### src/rtl/display_scan_ctrl.sv
`default_nettype none
// +----------------------------------------------------------------------------+
// | Module  : display_scan_ctrl                                                |
// | Purpose : Time-multiplexed scan controller for a 4-digit 7-segment display.|
// |           Holds a double-buffered 4-nibble value with per-digit decimal    |
// |           points, steps the digit select at REFRESH_DIV clocks per slot,   |
// |           and presents registered digit_val/dp/blank for the selected      |
// |           digit. Pending values commit only at a frame boundary.           |
// | Options : define BLINK_EN to add blink_mask[3:0] and a per-digit blink     |
// |           phase that toggles every BLINK_FRAMES frames.                    |
// | Revision: 1.0 - initial release                                            |
// +----------------------------------------------------------------------------+
module display_scan_ctrl #(
  parameter int REFRESH_DIV = 100000
`ifdef BLINK_EN
  , parameter int BLINK_FRAMES = 128
`endif
) (
  input  logic        src_clk,
  input  logic        src_rst,
  input  logic [15:0] value_in,
  input  logic [3:0]  dp_in,
  input  logic        load,
  input  logic        blank_lz,
`ifdef BLINK_EN
  input  logic [3:0]  blink_mask,
`endif
  output logic        busy,
  output logic [1:0]  select,
  output logic [3:0]  digit_val,
  output logic        dp,
  output logic        blank,
  output logic        frame_done
);

  localparam int c_PRESC_W = $clog2(REFRESH_DIV);

  logic [c_PRESC_W-1:0] r_presc;
  logic [1:0]           r_sel;
  logic [15:0]          r_act_val;
  logic [3:0]           r_act_dp;
  logic [15:0]          r_sh_val;
  logic [3:0]           r_sh_dp;
  logic                 r_busy;
  logic [3:0]           r_digit;
  logic                 r_dp;
  logic                 r_blank;
  logic                 r_frame_done;

  logic                 w_tick;
  logic                 w_boundary;
  logic [1:0]           w_sel_next;
  logic [15:0]          w_nxt_val;
  logic [3:0]           w_nxt_dp;
  logic [3:0]           w_lz;
  logic [3:0]           w_digit;
  logic                 w_blank;
  logic                 w_dp;

`ifdef BLINK_EN
  localparam int c_FC_W = $clog2(BLINK_FRAMES + 1);
  logic [c_FC_W-1:0]    r_fcnt;
  logic                 r_phase;
`endif

  assign w_tick     = (r_presc == c_PRESC_W'(REFRESH_DIV - 1));
  assign w_boundary = w_tick && (r_sel == 2'd3);
  assign w_sel_next = r_sel + 2'd1;

  // Active value as it will be after this edge; the first slot of a new frame
  // must already show freshly committed data.
  always_comb begin
    w_nxt_val = r_act_val;
    w_nxt_dp  = r_act_dp;
    if (w_boundary) begin
      if (load) begin
        w_nxt_val = value_in;
        w_nxt_dp  = dp_in;
      end else if (r_busy) begin
        w_nxt_val = r_sh_val;
        w_nxt_dp  = r_sh_dp;
      end
    end
  end

  // Leading-zero chain from the top digit down; a lit dp breaks the chain so
  // that digit and every lower digit stay visible. Digit 0 is never blanked.
  always_comb begin
    w_lz    = 4'b0000;
    w_lz[3] = (w_nxt_val[15:12] == 4'd0) && !w_nxt_dp[3];
    w_lz[2] = w_lz[3] && (w_nxt_val[11:8] == 4'd0) && !w_nxt_dp[2];
    w_lz[1] = w_lz[2] && (w_nxt_val[7:4] == 4'd0) && !w_nxt_dp[1];
    w_lz[0] = 1'b0;
    w_digit = w_nxt_val[{w_sel_next, 2'b00} +: 4];
    w_blank = blank_lz && w_lz[w_sel_next];
`ifdef BLINK_EN
    if (r_phase && blink_mask[w_sel_next]) begin
      w_blank = 1'b1;
    end
`endif
    w_dp = w_nxt_dp[w_sel_next] && !w_blank;
  end

  // Slot prescaler and digit select.
  always_ff @(posedge src_clk) begin
    if (!src_rst) begin
      r_presc <= '0;
      r_sel   <= 2'd0;
    end else if (w_tick) begin
      r_presc <= '0;
      r_sel   <= w_sel_next;
    end else begin
      r_presc <= r_presc + c_PRESC_W'(1);
    end
  end

  // Shadow/active double buffer; a load on the boundary edge bypasses the shadow.
  always_ff @(posedge src_clk) begin
    if (!src_rst) begin
      r_act_val <= 16'd0;
      r_act_dp  <= 4'd0;
      r_sh_val  <= 16'd0;
      r_sh_dp   <= 4'd0;
      r_busy    <= 1'b0;
    end else begin
      r_act_val <= w_nxt_val;
      r_act_dp  <= w_nxt_dp;
      if (w_boundary) begin
        r_busy <= 1'b0;
      end else if (load) begin
        r_sh_val <= value_in;
        r_sh_dp  <= dp_in;
        r_busy   <= 1'b1;
      end
    end
  end

  // Registered display outputs, all updated on the same tick edge.
  always_ff @(posedge src_clk) begin
    if (!src_rst) begin
      r_digit      <= 4'd0;
      r_dp         <= 1'b0;
      r_blank      <= 1'b0;
      r_frame_done <= 1'b0;
    end else begin
      r_frame_done <= w_boundary;
      if (w_tick) begin
        r_digit <= w_digit;
        r_dp    <= w_dp;
        r_blank <= w_blank;
      end
    end
  end

`ifdef BLINK_EN
  // Blink phase flips after every BLINK_FRAMES frame_done pulses.
  always_ff @(posedge src_clk) begin
    if (!src_rst) begin
      r_fcnt  <= '0;
      r_phase <= 1'b0;
    end else if (r_frame_done) begin
      if (r_fcnt == c_FC_W'(BLINK_FRAMES - 1)) begin
        r_fcnt  <= '0;
        r_phase <= ~r_phase;
      end else begin
        r_fcnt <= r_fcnt + c_FC_W'(1);
      end
    end
  end
`endif

  assign busy       = r_busy;
  assign select     = r_sel;
  assign digit_val  = r_digit;
  assign dp         = r_dp;
  assign blank      = r_blank;
  assign frame_done = r_frame_done;

endmodule
`default_nettype wire

### config.mk
export PLATFORM = sky130hd
export DESIGN_NAME = display_scan_ctrl
export DESIGN_NICKNAME = d
export VERILOG_FILES = /design/src/rtl/display_scan_ctrl.sv
export SDC_FILE = /design/constraint.sdc
export NUM_CORES = 1
export LEC_CHECK = 0
export CORE_MARGIN = 2
export CORE_UTILIZATION = 51
export DETAILED_ROUTE_END_ITERATION = 12
export HOLD_SLACK_MARGIN = 0.12
export PLACE_DENSITY_LB_ADDON = 0.3
export SETUP_SLACK_MARGIN = 0.1
export SLEW_MARGIN = 10
export SYNTH_ARGS = -nofsm -noshare
export SYNTH_HDL_FRONTEND = slang
export SYNTH_SLANG_ARGS = --single-unit
### constraint.sdc
create_clock -name src_clk -period 3.08 [get_ports src_clk]
set_input_delay 0.616 -clock src_clk [delete_from_list [all_inputs] [get_ports src_clk]]
set_output_delay 0.616 -clock src_clk [all_outputs]
set_load 0.1 [all_outputs]
Word-level counts from Yosys, hierarchy flattened
Index checks and enable logic that the tools add are counted.
{ "totals": {"reg_bits": 67, "latchBits": 0, "ram_bits": 0, "rom_bits": 0, "word_cells": 47, "n_memories": 0} }
{ "op_classes": {"add_sub_neg": 2, "mul": 0, "div_mod_pow": 0, "order_cmp": 1, "eq_ne": 2, "n_shift": 1, "n_mux": 10, "bitwise_logic": 2, "n_reduce_logical": 18} }
{ "ops": {"columns": ["cell", "count"], "rows": [
  ["two-way mux 16 bit", 3],
  ["adder 17 x 1 -> 17 bit, second input constant", 1],
  ["== test 17 bit, second input constant", 1],
  ["variable part select 16 x 5 -> 4 bit", 1],
  ["logical NOT 4 bit", 3],
  ["two-way mux 4 bit", 3],
  ["logical AND 1 bit", 8],
  ["binary-select mux 1 bit (select 2 bit)", 2],
  ["logical NOT 1 bit", 4],
  ["OR reduction 2 bit", 2],
  ["less-than comparator 2 x 3 -> 1 bit, second input constant", 1],
  ["adder 2 x 1 -> 2 bit, second input constant", 1],
  ["== test 2 bit, second input constant", 1],
  ["two-way mux 1 bit", 2],
  ["NOT 1 bit", 2],
  ["AND reduction 2 bit", 1]
]} }

Depth between registers and ports, before layout
Gate-level depths: netlist (run 1).
{ "depth": {"word_depth": 14, "depth_mapped": 12, "depth_no_buf": 9} }

Least setup slack after synthesis (run 1)
OpenSTA, ideal clock, no wires.
{ "synth_timing": {"kind": "flip-flop to flip-flop", "startpoint": "reg r_sel[0], in the netlist select[0]", "endpoint": "reg r_blank, in the netlist blank", "arrival_time_ns": 2.954, "required_time_ns": 3.011, "setup_slack_ns": 0.057, "path_stages_with_launch": 9, "path_buffers": 1, "synth_period_minus_slack_ns": 3.023, "cell_sequence": "dfxtp_1 > ha_1 > buf_1 > nand3_4 > o22ai_1 > a21oi_1 > or3_1 > or4_1 > o21ai_1"} }
{ "synth_between": {"elab_chain_cells": 12, "elab_cells_between_ends": 19, "cone_classes": "add/sub: 1; eq/ne: 1; mux: 4; reduce/logical: 13"} }
{ "synth_rtl": {"columns": ["element", "line_no", "source"], "rows": [
  ["from (decl)", "39", "logic [1:0] r_sel;"],
  ["from (signal assigned)", "111", "r_sel <= w_sel_next;"],
  ["== test 2 bit", "67", "assign w_boundary = w_tick && (r_sel == 2'd3);"],
  ["logical AND 1 bit", "67", null],
  ["two-way mux 16 bit / two-way mux 4 bit (equally long branches)", "75", "if (w_boundary) begin"],
  ["logical NOT 4 bit / logical NOT 1 bit (equally long branches)", "90", "w_lz[3] = (w_nxt_val[15:12] == 4'd0) && !w_nxt_dp[3];"],
  ["logical AND 1 bit", "90", null],
  ["logical AND 1 bit (2 in a row)", "91", "w_lz[2] = w_lz[3] && (w_nxt_val[11:8] == 4'd0) && !w_nxt_dp[2];"],
  ["logical AND 1 bit (2 in a row)", "92", "w_lz[1] = w_lz[2] && (w_nxt_val[7:4] == 4'd0) && !w_nxt_dp[1];"],
  ["binary-select mux 1 bit (select 2 bit) *", "95", "w_blank = blank_lz && w_lz[w_sel_next];"],
  ["two-way mux 1 bit (not written as such) *", "95", null],
  ["logical AND 1 bit *", "95", null],
  ["to (signal assigned)", "150", "r_blank <= w_blank;"],
  ["to (decl)", "47", "logic r_blank;"]
]} }
Every way passes the cells marked *; elsewhere a longest branch is shown, timed or not. The select of a mux whose other input is x is not followed.
A chain may end at the register's enable or synchronous reset.

Final worst setup path (run 1)
{ "layout_timing": {"startpoint": "reg r_presc[0]", "endpoint": "reg r_blank, in the netlist blank"} }
{ "layout_between": {"elab_chain_cells": 12, "elab_cells_between_ends": 18, "cone_classes": "eq/ne: 1; mux: 4; reduce/logical: 13"} }
{ "layout_rtl": {"columns": ["element", "line_no", "source"], "rows": [
  ["from (decl)", "38", "logic [c_PRESC_W-1:0] r_presc;"],
  ["from (signal assigned)", "113", "r_presc <= r_presc + c_PRESC_W'(1);"],
  ["== test 17 bit *", "66", "assign w_tick = (r_presc == c_PRESC_W'(REFRESH_DIV - 1));"],
  ["logical AND 1 bit", "67", null],
  ["two-way mux 16 bit / two-way mux 4 bit (equally long branches)", "75", null],
  ["logical NOT 4 bit / logical NOT 1 bit (equally long branches)", "90", null],
  ["logical AND 1 bit", "90", null],
  ["logical AND 1 bit (2 in a row)", "91", null],
  ["logical AND 1 bit (2 in a row)", "92", null],
  ["binary-select mux 1 bit (select 2 bit)", "95", null],
  ["two-way mux 1 bit (not written as such)", "95", null],
  ["logical AND 1 bit", "95", null]
]} }
Marked as above.

==> results.txt, run 1 <==
----------------------------------------------------
[Drt]
  Drc violations ... 0
  Post-Route WL ... 7614 µm
  Starting DRT DRC Count ... 261
  Via/cell ratio ... 5.696
  Remaining number of nets flagged by the antenna check after routing ... 0
  Number of vias in the routed layout ... 2882
  Initial DRT Pass Iterations ... 5
  Routed length per placed instance ... 15.05 µm

[Floorplan]
  Effective utilization at floorplan ... 0.5260
  Ports placed on the boundary ... 34
  Chip width ... 82.15 µm
  Die area ... 6748 µm²
  Chip height ... 82.15 µm
  Core outline area ... 5921 µm²
  Std-Cell Rows ... 28

[Final layout]
  Layout Cells excl Fill ... 506
  Area overhead of the layout relative to synthesis ... 17.16%
  Post-Route Utilization ... 0.6162
  Ratio of cells with drive above 1 in the final layout ... 0.1090
  Diodes inserted ... 0
  Cell area after layout ... 3649 µm²
  Layout Nets ... 456

[Synthesis]
  Fraction of registers with async set/reset ... 0
  Net Count, Synth ... 423
  Number of enable-type register cells in the synthesized netlist ... 0
  Leading cell types by count after synthesis ... sky130_fd_sc_hd__dfxtp_1 (67), sky130_fd_sc_hd__nor2_1 (62), sky130_fd_sc_hd__nand2_1 (60)
  Post-Syn Area per Cell ... 7.844 µm²
  Synth Register Bits ... 67
  Fraction of synthesized cell area taken by the top area cell type ... 0.4307
  Cell types occupying the most area after synthesis ... sky130_fd_sc_hd__dfxtp_1 (43%), sky130_fd_sc_hd__nor2_1 (7.5%), sky130_fd_sc_hd__nand2_1 (7.2%), sky130_fd_sc_hd__a21oi_1 (6.1%), sky130_fd_sc_hd__o22ai_1 (4.8%)
  Total standard cell area after synthesis ... 3114 µm²
  Portion of the post-synthesis area used by sequential elements ... 0.4307
  Main synth FF type ... sky130_fd_sc_hd__dfxtp_1
  Most frequent cell after synthesis ... sky130_fd_sc_hd__dfxtp_1
  Netlist cell types ... 42
  Number of cells produced by synthesis ... 397
  Yosys synthesis warning count ... 0
  Post-synth top area cell ... sky130_fd_sc_hd__dfxtp_1

[Critical path]
  Worst setup slack for register-to-register paths ... 400 ps
  Max FO, Critical Path ... 11
  Start point of the critical path ... r_presc[0]
  Critical Setup Path Class ... flip-flop to flip-flop
  Startpoint type of the worst setup path ... flip-flop
  CP endpoint kind ... flip-flop
  Depth of the worst register-to-register path ... 10
  Required time of the critical path ... 3350 ps
  Data arrival, critical path ... 2950 ps
  R2r startpoint ... r_presc[0]

[Timing]
  Final worst path period need ... 2680 ps
  Total negative slack ... 0 ps
  Total count of max-transition violations in the final report ... 0
  Worst Setup Slack, final ... 399.6 ps
  Total count of hold-check failures in the final report ... 0
  Clk_skew ... 5.786 ps
  Max Clock Freq ... 373.1 MHz
  Worst-margin pin slew ... 578.9 ps
  Worst slew margin ... 0.6135
  Tcrit/Tclk final ... 0.8702
  RSZ-0062 raised after global routing ... no
  Setup Viol. Count Final ... 0

[CTS]
  Number of post-CTS setup repair buffers ... 0
  Post-cts resize count ... 0
  Worst-skew pair later-pin latency ... 340 ps
  H-tree lvl count ... 3
  Root buffer cell ... sky130_fd_sc_hd__clkbuf_8
  Clock Tree Buf Depth ... 2
  Clock slew at reported path FFs ... 60 ps
  Sinks on Clock Net ... 67
  Number of buffers inserted by hold repair at cts ... 0
  Clock tree from TritonCTS ... yes
  Clock buffers created by TritonCTS ... 9

[Placed design]
  Post-Place Cells ... 494
  GPL Wtd Cong ... 0.8234
  Placement-stage worst setup slack ... 332.0 ps
  Placed cell area ... 3511 µm²
  Number of port buffers ... 33
  HPWL Detailed ... 5400 µm

[Pwr]
  Cell leakage power ... 1.351 nW
  Worst VDD drop ... 0.2977 mV
  Power density cells ... 438.9 nW/µm²

[Hold path]
  Kind of path behind the tightest hold check ... flip-flop to flip-flop
  Count of cells along the worst hold path ... 1
  Min-Delay Startpoint ... r_presc[0]

[Job]
  Count of max-cap constraint violations ... 0

[GRT]
  Maximum number of pins on one net before global-route repair ... 41
  First-pass GRT wire length ... 12370 µm
  Vias in the first global route ... 2586
  Overall overflow remaining after global route ... 0
  Total routing resource utilization after global routing ... 0.2423
  Antenna violations before repair ... 0

[Status]
  Run status ... finished clean

----------------------------------------------------
worst paths after layout:
check                                  end
worst max-delay path                 blank
worst min register to register  r_presc[0]
worst min-delay path            r_presc[0]
worst max register to register       blank
stage by stage:
stage / hold WS (ps) / power (mW)
floorplan: 417.5 / 0.9934
global placement: 431.5 / 1.050
detailed placement: 440.4 / 1.052
CTS: 447.6 / 1.615
global route: 469.5 / 1.670
finish: 450.3 / 1.601
final cells by class:
type,count,area [µm²]
Multi-Input combinational cell,288,1590
Tap cell,75,93.84
Clock inverter,1,5.005
Clock buffer,11,131.4
Inverter,14,52.55
Fill cell,518,2272
Sequential cell,67,1343
Timing Repair Buffer,50,432.9
flip-flops by register name, summed over array words and instances (netlist names):
| signal | count |
|---|---|
| frame_done | 1 |
| r_sh_val | 16 |
| dp | 1 |
| busy | 1 |
| r_act_dp | 4 |
| r_presc | 17 |
| r_sh_dp | 4 |
| r_act_val | 16 |
| blank | 1 |
| select | 2 |
| digit_val | 4 |
placed cells by master, fill, tap and decap left out, types with 2 or more instances in the layout:
| cell type | Yosys | final |
|---|---|---|
| sky130_fd_sc_hd__dfxtp_1 | 67 | 66 |
| sky130_fd_sc_hd__nor2_1 | 62 | 62 |
| sky130_fd_sc_hd__nand2_1 | 60 | 60 |
| sky130_fd_sc_hd__a21oi_1 | 38 | 38 |
| sky130_fd_sc_hd__buf_4 | 1 | 27 |
| sky130_fd_sc_hd__o22ai_1 | 24 | 24 |
| sky130_fd_sc_hd__clkdlybuf4s50_1 | 0 | 23 |
| sky130_fd_sc_hd__nor3_1 | 16 | 16 |
| sky130_fd_sc_hd__inv_1 | 13 | 13 |
| sky130_fd_sc_hd__o21ai_0 | 9 | 9 |
| sky130_fd_sc_hd__clkbuf_8 | 0 | 9 |
| sky130_fd_sc_hd__xor2_1 | 8 | 8 |
| sky130_fd_sc_hd__nand3_1 | 7 | 7 |
| sky130_fd_sc_hd__nand4_1 | 6 | 6 |
| sky130_fd_sc_hd__and2_1 | 5 | 5 |
| sky130_fd_sc_hd__a31oi_1 | 5 | 5 |
| sky130_fd_sc_hd__a41oi_1 | 5 | 5 |
| sky130_fd_sc_hd__xnor2_1 | 5 | 5 |
| sky130_fd_sc_hd__or3_1 | 4 | 4 |
| sky130_fd_sc_hd__nor4_1 | 4 | 4 |
| sky130_fd_sc_hd__and3_1 | 3 | 3 |
| sky130_fd_sc_hd__o211ai_1 | 3 | 3 |
| sky130_fd_sc_hd__o221ai_1 | 3 | 3 |
| sky130_fd_sc_hd__nand3_4 | 2 | 2 |
| sky130_fd_sc_hd__mux4_2 | 2 | 2 |
| sky130_fd_sc_hd__a21o_1 | 2 | 2 |
| sky130_fd_sc_hd__ha_1 | 2 | 2 |
| sky130_fd_sc_hd__clkbuf_1 | 15 | 2 |
critical path: stages, from the launching register on:
cell and delay (ps):
sky130_fd_sc_hd__dfxtp_1 350, sky130_fd_sc_hd__ha_1 260, sky130_fd_sc_hd__and4_1 220, sky130_fd_sc_hd__and4_2 370, sky130_fd_sc_hd__nand3_4 180, sky130_fd_sc_hd__buf_4 240
sky130_fd_sc_hd__o221ai_1 320, sky130_fd_sc_hd__nand2_1 140, sky130_fd_sc_hd__o41ai_1 300, sky130_fd_sc_hd__a32oi_1 80, sky130_fd_sc_hd__o21ai_1 140
cells by family (layout without fill, tap and decap cells):
kind of cell               after synthesis  count (layout)  share of synthesized area
xor gates and xnor gates                13              13                    0.03656
and+or+nand+nor                        177             177                     0.2660
DFF                                     67              67                     0.4307
AOI/OAI and AO/OA                       94              94                     0.1852
buffers and inverters                   42              76                    0.05906
muxes                                    2               2                    0.01446
adders and majority gates                2               2                   0.008034
power breakdown:
| group | internal, mW | switching, mW | total [mW] |
|---|---|---|---|
| clock | 0.273 | 0.294 | 0.567 |
| sequential | 0.885 | 0.0151 | 0.900 |
| combinational | 0.0600 | 0.0742 | 0.134 |
routing by layer:
layer / GRT usage / share of wire / up-vias
met4: 0.1100 / 0.014 / 0
met5: 0 / 0 / -
met2: 0.3634 / 0.45 / 94
met3: 0.04348 / 0.050 / 9
met1: 0.3400 / 0.48 / 1329
li1: - / - / 1450
(Power assumes the default switching activity.)
==> run 2: changes to the inputs <==
ABC_AREA = 1   (was unset)
CELL_PAD_IN_SITES_DETAIL_PLACEMENT = 1   (was unset)
CELL_PAD_IN_SITES_GLOBAL_PLACEMENT = 1   (was unset)
CORE_UTILIZATION = 37   (was 51)
clock period = 2.1 ns   (was 3.08 ns; I/O delays follow)
==> results.txt, run 2 <==
----------------------------------------------------
[Drt]
  Starting DRT DRC Count ... 134 (-49%)
  Routed length per placed instance ... 16.51 µm (+9.7%)
  Initial DRT Pass Iterations ... 4 (-1)
  Drc violations ... 0 (unchanged)
  Via/cell ratio ... 5.190 (-8.9%)
  Number of vias in the routed layout ... 3389 (+18%)
  Post-Route WL ... 10780 µm (+42%)
  Remaining number of nets flagged by the antenna check after routing ... 0 (unchanged)

[CTS]
  Worst-skew pair later-pin latency ... 370 ps (+30 ps)
  Clock buffers created by TritonCTS ... 9 (unchanged)
  Number of buffers inserted by hold repair at cts ... 0 (unchanged)
  H-tree lvl count ... 3 (unchanged)
  Sinks on Clock Net ... 67 (unchanged)
  Root buffer cell ... sky130_fd_sc_hd__clkbuf_8
  Clock Tree Buf Depth ... 2 (unchanged)
  Clock slew at reported path FFs ... 80 ps (+20 ps)
  Clock tree from TritonCTS ... yes

[Final layout]
  Most frequent standard cell in the layout excluding fill and tap cells ... sky130_fd_sc_hd__nand2_1
  Ratio of cells with drive above 1 in the final layout ... 0.1963 (+0.08728)
  Layout Nets ... 566 (+24%)
  Post-Route Utilization ... 0.4901 (-0.1261)
  Biggest registers after layout ... r_presc: 17 flops, r_act_val: 16 flops, r_sh_val: 16 flops
  Largest register FFs ... 17 (unchanged)
  Layout Cells excl Fill ... 653 (+29%)
  Diodes inserted ... 0 (unchanged)
  Largest register by flop count ... r_presc
  Commonest cells after routing, fill and taps aside ... sky130_fd_sc_hd__nand2_1 (147), sky130_fd_sc_hd__dfxtp_1 (62), sky130_fd_sc_hd__nor2_1 (42), sky130_fd_sc_hd__a21oi_1 (42), sky130_fd_sc_hd__inv_1 (40)
  Area overhead of the layout relative to synthesis ... 28.76%

[Critical path]
  Startpoint type of the worst setup path ... flip-flop
  R2r startpoint ... r_presc[1]
  Data arrival, critical path ... 2360 ps (-590 ps)
  CP endpoint kind ... flip-flop
  Required time of the critical path ... 2400 ps (-950 ps)
  Cell at the slowest stage of the critical path ... sky130_fd_sc_hd__dfxtp_2
  Critical Setup Path Class ... flip-flop to flip-flop
  Depth of the worst register-to-register path ... 15 (+5)
  Worst setup slack for register-to-register paths ... 40 ps (-360 ps)
  Start point of the critical path ... r_presc[1]
  Crit path capture ... blank
  Max FO, Critical Path ... 5 (-6)
  Worst stage delay on the critical path ... 360 ps (about the same)
  Cell seen most often among critical-path stages ... sky130_fd_sc_hd__nand2_1
  Cell-by-cell trace of the critical path ... ha_4 > nand2_4 > buf_6 > nor2_4 > nand3_2 > nor2_4 > buf_4 > nand2_1 > nand2_1 > nand2_1 > clkinv_1 > nand2_1 > nor2_1 > nand4_1 > nand2_1
  Endpoint of the lowest-slack register-to-register path ... blank

[GRT]
  Vias in the first global route ... 3475 (+34%)
  Total routing resource utilization after global routing ... 0.2307 (-0.01152)
  Antenna violations before repair ... 0 (unchanged)
  Maximum number of pins on one net before global-route repair ... 38 (-7.3%)
  First-pass GRT wire length ... 17810 µm (+44%)
  Overall overflow remaining after global route ... 0 (unchanged)

[Synthesis]
  Number of cells produced by synthesis ... 486 (+22%)
  Synth Register Bits ... 67 (unchanged)
  Netlist cell types ... 35 (-17%)
  Number of enable-type register cells in the synthesized netlist ... 0 (unchanged)
  Portion of the post-synthesis area used by sequential elements ... 0.4041 (-0.02662)
  Most frequent cell after synthesis ... sky130_fd_sc_hd__nand2_1
  Total standard cell area after synthesis ... 3319 µm² (+6.6%)
  Post-Syn Area per Cell ... 6.830 µm² (-13%)
  Cell types occupying the most area after synthesis ... sky130_fd_sc_hd__dfxtp_1 (40%), sky130_fd_sc_hd__nand2_1 (18%), sky130_fd_sc_hd__a21oi_1 (6.6%), sky130_fd_sc_hd__nor2_1 (4.9%), sky130_fd_sc_hd__inv_1 (4.6%)
  Fraction of registers with async set/reset ... 0 (unchanged)
  Net Count, Synth ... 512 (+21%)
  Main synth FF type ... sky130_fd_sc_hd__dfxtp_1
  Post-synth top area cell ... sky130_fd_sc_hd__dfxtp_1
  Yosys synthesis warning count ... 0 (unchanged)
  Leading cell types by count after synthesis ... sky130_fd_sc_hd__nand2_1 (157), sky130_fd_sc_hd__dfxtp_1 (67), sky130_fd_sc_hd__a21oi_1 (44)
  Fraction of synthesized cell area taken by the top area cell type ... 0.4041 (-0.02662)

[Placed design]
  Number of port buffers ... 33 (unchanged)
  GPL Wtd Cong ... 0.9039 (+9.8%)
  Post-Place Cells ... 626 (+27%)
  HPWL Detailed ... 7411 µm (+37%)

[Timing]
  Setup Viol. Count Final ... 0 (unchanged)
  Worst slew margin ... 0.7496 (+0.1361)
  Total count of max-transition violations in the final report ... 0 (unchanged)
  RSZ-0062 raised after global routing ... yes
  Max Clock Freq ... 486.3 MHz (+30%)
  Total count of hold-check failures in the final report ... 0 (unchanged)
  Worst-margin pin slew ... 374.4 ps (-204.5 ps)
  Final worst path period need ... 2056 ps (-623.9 ps)
  Tcrit/Tclk final ... 0.9792 (+0.1090)
  Hold slack final ... 436.3 ps (-13.99 ps)
  Clk_skew ... 17.97 ps (+12.19 ps)

[Floorplan]
  Std-Cell Rows ... 34 (+21%)
  Chip width ... 98.72 µm (+20%)
  Die area ... 9745 µm² (+44%)
  Effective utilization at floorplan ... 0.3806 (-0.1454)
  Core outline area ... 8721 µm² (+47%)
  Ports placed on the boundary ... 34 (unchanged)
  Chip height ... 98.72 µm (+20%)

[Status]
  Run status ... finished clean

[Pwr]
  Switching pwr ... 0.7159 mW (+87%)
  Internal power of the cells ... 2.094 mW (+72%)
  Sw Share ... 0.2547 (+0.01546)
  Proportion of power drawn by the clock network ... 0.449 (+0.095)
  Total power ... 2.810 mW (+75%)
  Worst VDD drop ... 0.3978 mV (+34%)
  Power density cells ... 657.5 nW/µm² (+50%)
  Cell leakage power ... 1.831 nW (+35%)
  Seq pwr share ... 0.467 (-0.095)
  Combinational Power Share ... 0.083 (about the same)

[Hold path]
  Kind of path behind the tightest hold check ... flip-flop to flip-flop

[Job]
  Count of max-cap constraint violations ... 0 (unchanged)

----------------------------------------------------
## run 2: power groups by stage
| stage | registers [mW] | logic (mW) | clock network, mW |
|---|---|---|---|
| 2_1_floorplan | 1.35 | 0.116 | 0 |
| 3_3_place_gp | 1.34 | 0.223 | 0 |
| 3_5_place_dp | 1.34 | 0.228 | 0 |
| 4_1_cts | 1.31 | 0.231 | 1.28 |
| 5_1_grt | 1.32 | 0.262 | 1.33 |
| 6_report | 1.31 | 0.235 | 1.26 |
## run 2: what timing repair did
item / in CTS / in global routing
hold endpoints to repair: 0 / 0
pin swaps: 4 / 24
cloned: 1 / 0
setup buffers: 8 / 4
setup endpoints to repair: 25 / 32
resized for setup: 5 / 32
## run 2: logic make-up after synthesis
kind of cell	after synthesis	share of synthesized area
flip-flops	67	0.4041
adder cells (fa/ha/maj)	2	0.007537
AO/OA/AOI/OAI	92	0.1500
XOR/XNOR	4	0.01055
buffers and inverters	67	0.08406
AND/OR/NAND/NOR	254	0.3438
## run 2: worst min path at each step
stage                     from         end  slack, ps  cells past startpoint
floorplan           r_presc[0]  r_presc[0]        420                      1
global placement    r_presc[0]  r_presc[0]        430                      1
detailed placement  r_presc[0]  r_presc[0]        440                      1
CTS                 r_presc[0]  r_presc[0]        420                      1
global route        r_presc[0]  r_presc[0]        460                      1
finish              r_presc[0]  r_presc[0]        440                      1
## run 2: through the flow
stage / setup TNS (ps) / area [µm²] / worst slack [ps]
2_1_floorplan: 0 / 3328 / 127.0
3_3_place_gp: -21.73 / 3814 / -21.73
3_5_place_dp: -135.7 / 3814 / -93.22
4_1_cts: 0 / 4125 / 56.23
5_1_grt: -159.8 / 4274 / -72.00
6_report: 0 / 4274 / 43.58
## run 2: worst max-delay path: cells and delay by family, from the launching register on
kind	cells	cell delay, ps
buf+inv	3	330
simple gates	11	1170
flops	1	360
fa+ha+maj	1	150
## run 2: cell type report
class,instances,area [µm²]
Clock buffer,10,137.6
Clock inverter,6,87.58
Fill cell,1114,4447
Inverter,49,188.9
Multi-Input combinational cell,353,1822
Sequential cell,67,1355
Tap cell,108,135.1
Timing Repair Buffer,60,548.0
## run 2: metal layers
metal | share of wire | vias up | global-route usage
met1 | 0.47 | 1612 | 0.3101
met2 | 0.47 | 76 | 0.3815
met3 | 0.036 | 18 | 0.02979
li1 | - | 1683 | -
met5 | 0 | - | 0
met4 | 0.020 | 0 | 0.08325
==> run 3: changes to the inputs <==
CTS_BUF_LIST = sky130_fd_sc_hd__clkbuf_16   (was unset)
SKIP_LAST_GASP = 1   (was unset)
==> results.txt, run 3 (synthesized netlist as in run 2, its figures left out) <==
----------------------------------------------------
[Pwr]
  Cell leakage power ... 1.850 nW (+1.1%)
  Seq pwr share ... 0.413 (-0.054)
  Combinational Power Share ... 0.075 (-0.008)
  Internal power of the cells ... 2.431 mW (+16%)
  Total power ... 3.184 mW (+13%)
  Worst VDD drop ... 0.4219 mV (+6.1%)
  Proportion of power drawn by the clock network ... 0.512 (+0.063)
  Power density cells ... 732.9 nW/µm² (+11%)
  Switching pwr ... 0.7530 mW (+5.2%)
  Sw Share ... 0.2365 (-0.01823)

[Critical path]
  Critical Setup Path Class ... flip-flop to flip-flop
  Startpoint type of the worst setup path ... flip-flop
  Max FO, Critical Path ... 5 (unchanged)
  Start point of the critical path ... r_presc[1]
  Data arrival, critical path ... 2250 ps (-110 ps)
  R2r startpoint ... r_presc[1]
  CP endpoint kind ... flip-flop
  Critical path buffers and inverters ... 2 (-1)
  Required time of the critical path ... 2330 ps (-70 ps)
  Kind of cell adding the most delay to the critical path ... simple AND/OR/NAND/NOR gates
  Worst stage delay on the critical path ... 350 ps (about the same)
  Cell at the slowest stage of the critical path ... sky130_fd_sc_hd__dfxtp_2
  Cell-by-cell trace of the critical path ... ha_4 > nand2_4 > buf_6 > nor2_4 > buf_12 > nand3_4 > nor2_4 > nand4_1 > nand2_2 > nor2_1 > nand3_1 > nand2_1 > nand4_1 > nand2_1

[CTS]
  Clock buffers created by TritonCTS ... 9 (unchanged)
  Clock slew at reported path FFs ... 60 ps (-20 ps)
  Clock tree from TritonCTS ... yes
  Root buffer cell ... sky130_fd_sc_hd__clkbuf_16
  Sinks on Clock Net ... 67 (unchanged)
  Clock Tree Buf Depth ... 2 (unchanged)
  H-tree lvl count ... 3 (unchanged)
  Worst-skew pair later-pin latency ... 340 ps (-30 ps)

[Timing]
  Hold slack final ... 433.9 ps (-2.434 ps)
  Total count of hold-check failures in the final report ... 0 (unchanged)
  Worst slew margin ... 0.7304 (-0.01923)
  Total count of max-transition violations in the final report ... 0 (unchanged)
  Final worst path period need ... 2026 ps (-30.79 ps)
  Worst-margin pin slew ... 403.2 ps (+28.76 ps)
  Clk_skew ... 11.03 ps (-6.941 ps)
  Tcrit/Tclk final ... 0.9646 (-0.01466)
  Setup Viol. Count Final ... 0 (unchanged)
  Worst Setup Slack, final ... 74.37 ps (+30.79 ps)
  Total negative slack ... 0 ps (unchanged)
  RSZ-0062 raised after global routing ... yes
  Max Clock Freq ... 493.7 MHz (+1.5%)

[Placed design]
  Placed cell area ... 3814 µm² (unchanged)
  HPWL Detailed ... 7411 µm (unchanged)
  Post-Place Cells ... 626 (unchanged)
  Placement-stage worst setup slack ... -93.22 ps (unchanged)
  Number of port buffers ... 33 (unchanged)
  GPL Wtd Cong ... 0.9039 (unchanged)

[Final layout]
  Area overhead of the layout relative to synthesis ... 30.87%
  Total of fill cells in the finished design ... 1122 (+0.72%)
  Largest register FFs ... 17 (unchanged)
  Layout Nets ... 566 (unchanged)
  Diodes inserted ... 0 (unchanged)
  Biggest registers after layout ... r_presc: 17 flops, r_act_val: 16 flops, r_sh_val: 16 flops
  Most frequent standard cell in the layout excluding fill and tap cells ... sky130_fd_sc_hd__nand2_1
  Ratio of cells with drive above 1 in the final layout ... 0.1872 (-0.009174)
  Largest register by flop count ... r_presc
  Layout Cells excl Fill ... 653 (unchanged)
  Post-Route Utilization ... 0.4981 (+0.008035)
  Commonest cells after routing, fill and taps aside ... sky130_fd_sc_hd__nand2_1 (150), sky130_fd_sc_hd__dfxtp_1 (62), sky130_fd_sc_hd__a21oi_1 (44), sky130_fd_sc_hd__nor2_1 (42), sky130_fd_sc_hd__inv_1 (40)
  Cell area after layout ... 4344 µm² (+1.6%)

[GRT]
  Total routing resource utilization after global routing ... 0.2274 (-0.003334)
  Vias in the first global route ... 3495 (+0.58%)
  Overall overflow remaining after global route ... 0 (unchanged)
  Antenna violations before repair ... 0 (unchanged)
  First-pass GRT wire length ... 17720 µm (-0.50%)
  Maximum number of pins on one net before global-route repair ... 38 (unchanged)

[Drt]
  Starting DRT DRC Count ... 130 (-3.0%)
  Number of vias in the routed layout ... 3426 (+1.1%)
  Via/cell ratio ... 5.247 (+1.1%)
  Routed length per placed instance ... 16.42 µm (-0.55%)
  Remaining number of nets flagged by the antenna check after routing ... 0 (unchanged)
  Drc violations ... 0 (unchanged)
  Initial DRT Pass Iterations ... 4 (unchanged)
  Post-Route WL ... 10720 µm (-0.55%)

[Job]
  Count of max-cap constraint violations ... 0 (unchanged)

[Floorplan]
  Effective utilization at floorplan ... 0.3806 (unchanged)
  Ports placed on the boundary ... 34 (unchanged)
  Std-Cell Rows ... 34 (unchanged)
  Core outline area ... 8721 µm² (unchanged)
  Chip width ... 98.72 µm (unchanged)
  Die area ... 9745 µm² (unchanged)
  Chip height ... 98.72 µm (unchanged)

[Hold path]
  Min-Delay Startpoint ... r_presc[0]
  Kind of path behind the tightest hold check ... flip-flop to flip-flop

[Status]
  Run status ... finished clean

----------------------------------------------------
==> run 3: layout make-up <==
type | instances | area [µm²] | area share
Clock inverter | 7 | 91.34 | 0.02103
Clock buffer | 9 | 225.2 | 0.05184
Inverter | 49 | 188.9 | 0.04349
Tap cell | 108 | 135.1 | 0.03111
Timing Repair Buffer | 60 | 536.8 | 0.1236
Multi-Input combinational cell | 353 | 1812 | 0.4171
Sequential cell | 67 | 1355 | 0.3119
==> run 3: timing repair <==
action	4_1_cts	5_1_grt
hold buffers	0	0
gates cloned	1	0
resized for setup	5	24
pin swaps	4	24
buffers inserted	5	5
setup endpoints to repair	25	31
==> run 3: worst paths after layout <==
kind | cells after the start | slack (ps) | to
worst max-delay path | 14 | 70 | blank
worst min-delay path | 1 | 430 | r_presc[0]
worst max register to register | 14 | 70 | blank
worst min register to register | 1 | 430 | r_presc[0]
==> run 3: power groups by stage <==
stage	registers [mW]	logic, mW	clock network [mW]
2_1_floorplan	1.35	0.116	0
3_3_place_gp	1.34	0.223	0
3_5_place_dp	1.34	0.228	0
4_1_cts	1.31	0.232	1.65
5_1_grt	1.32	0.265	1.70
6_report	1.32	0.237	1.63
==> run 3: worst register-to-register path: cells and delay by family (launching register included) <==
family	cells	cell delay, ps
AND/OR/NAND/NOR	11	1160
flip-flops	1	350
buffers and inverters	2	260
adder cells (fa/ha/maj)	1	150
==> run 3: layer usage <==
metal,GRT usage,share of wire
met1,0.3103,0.47
met2,0.3705,0.46
met3,0.03050,0.047
met4,0.08008,0.021
met5,0,0
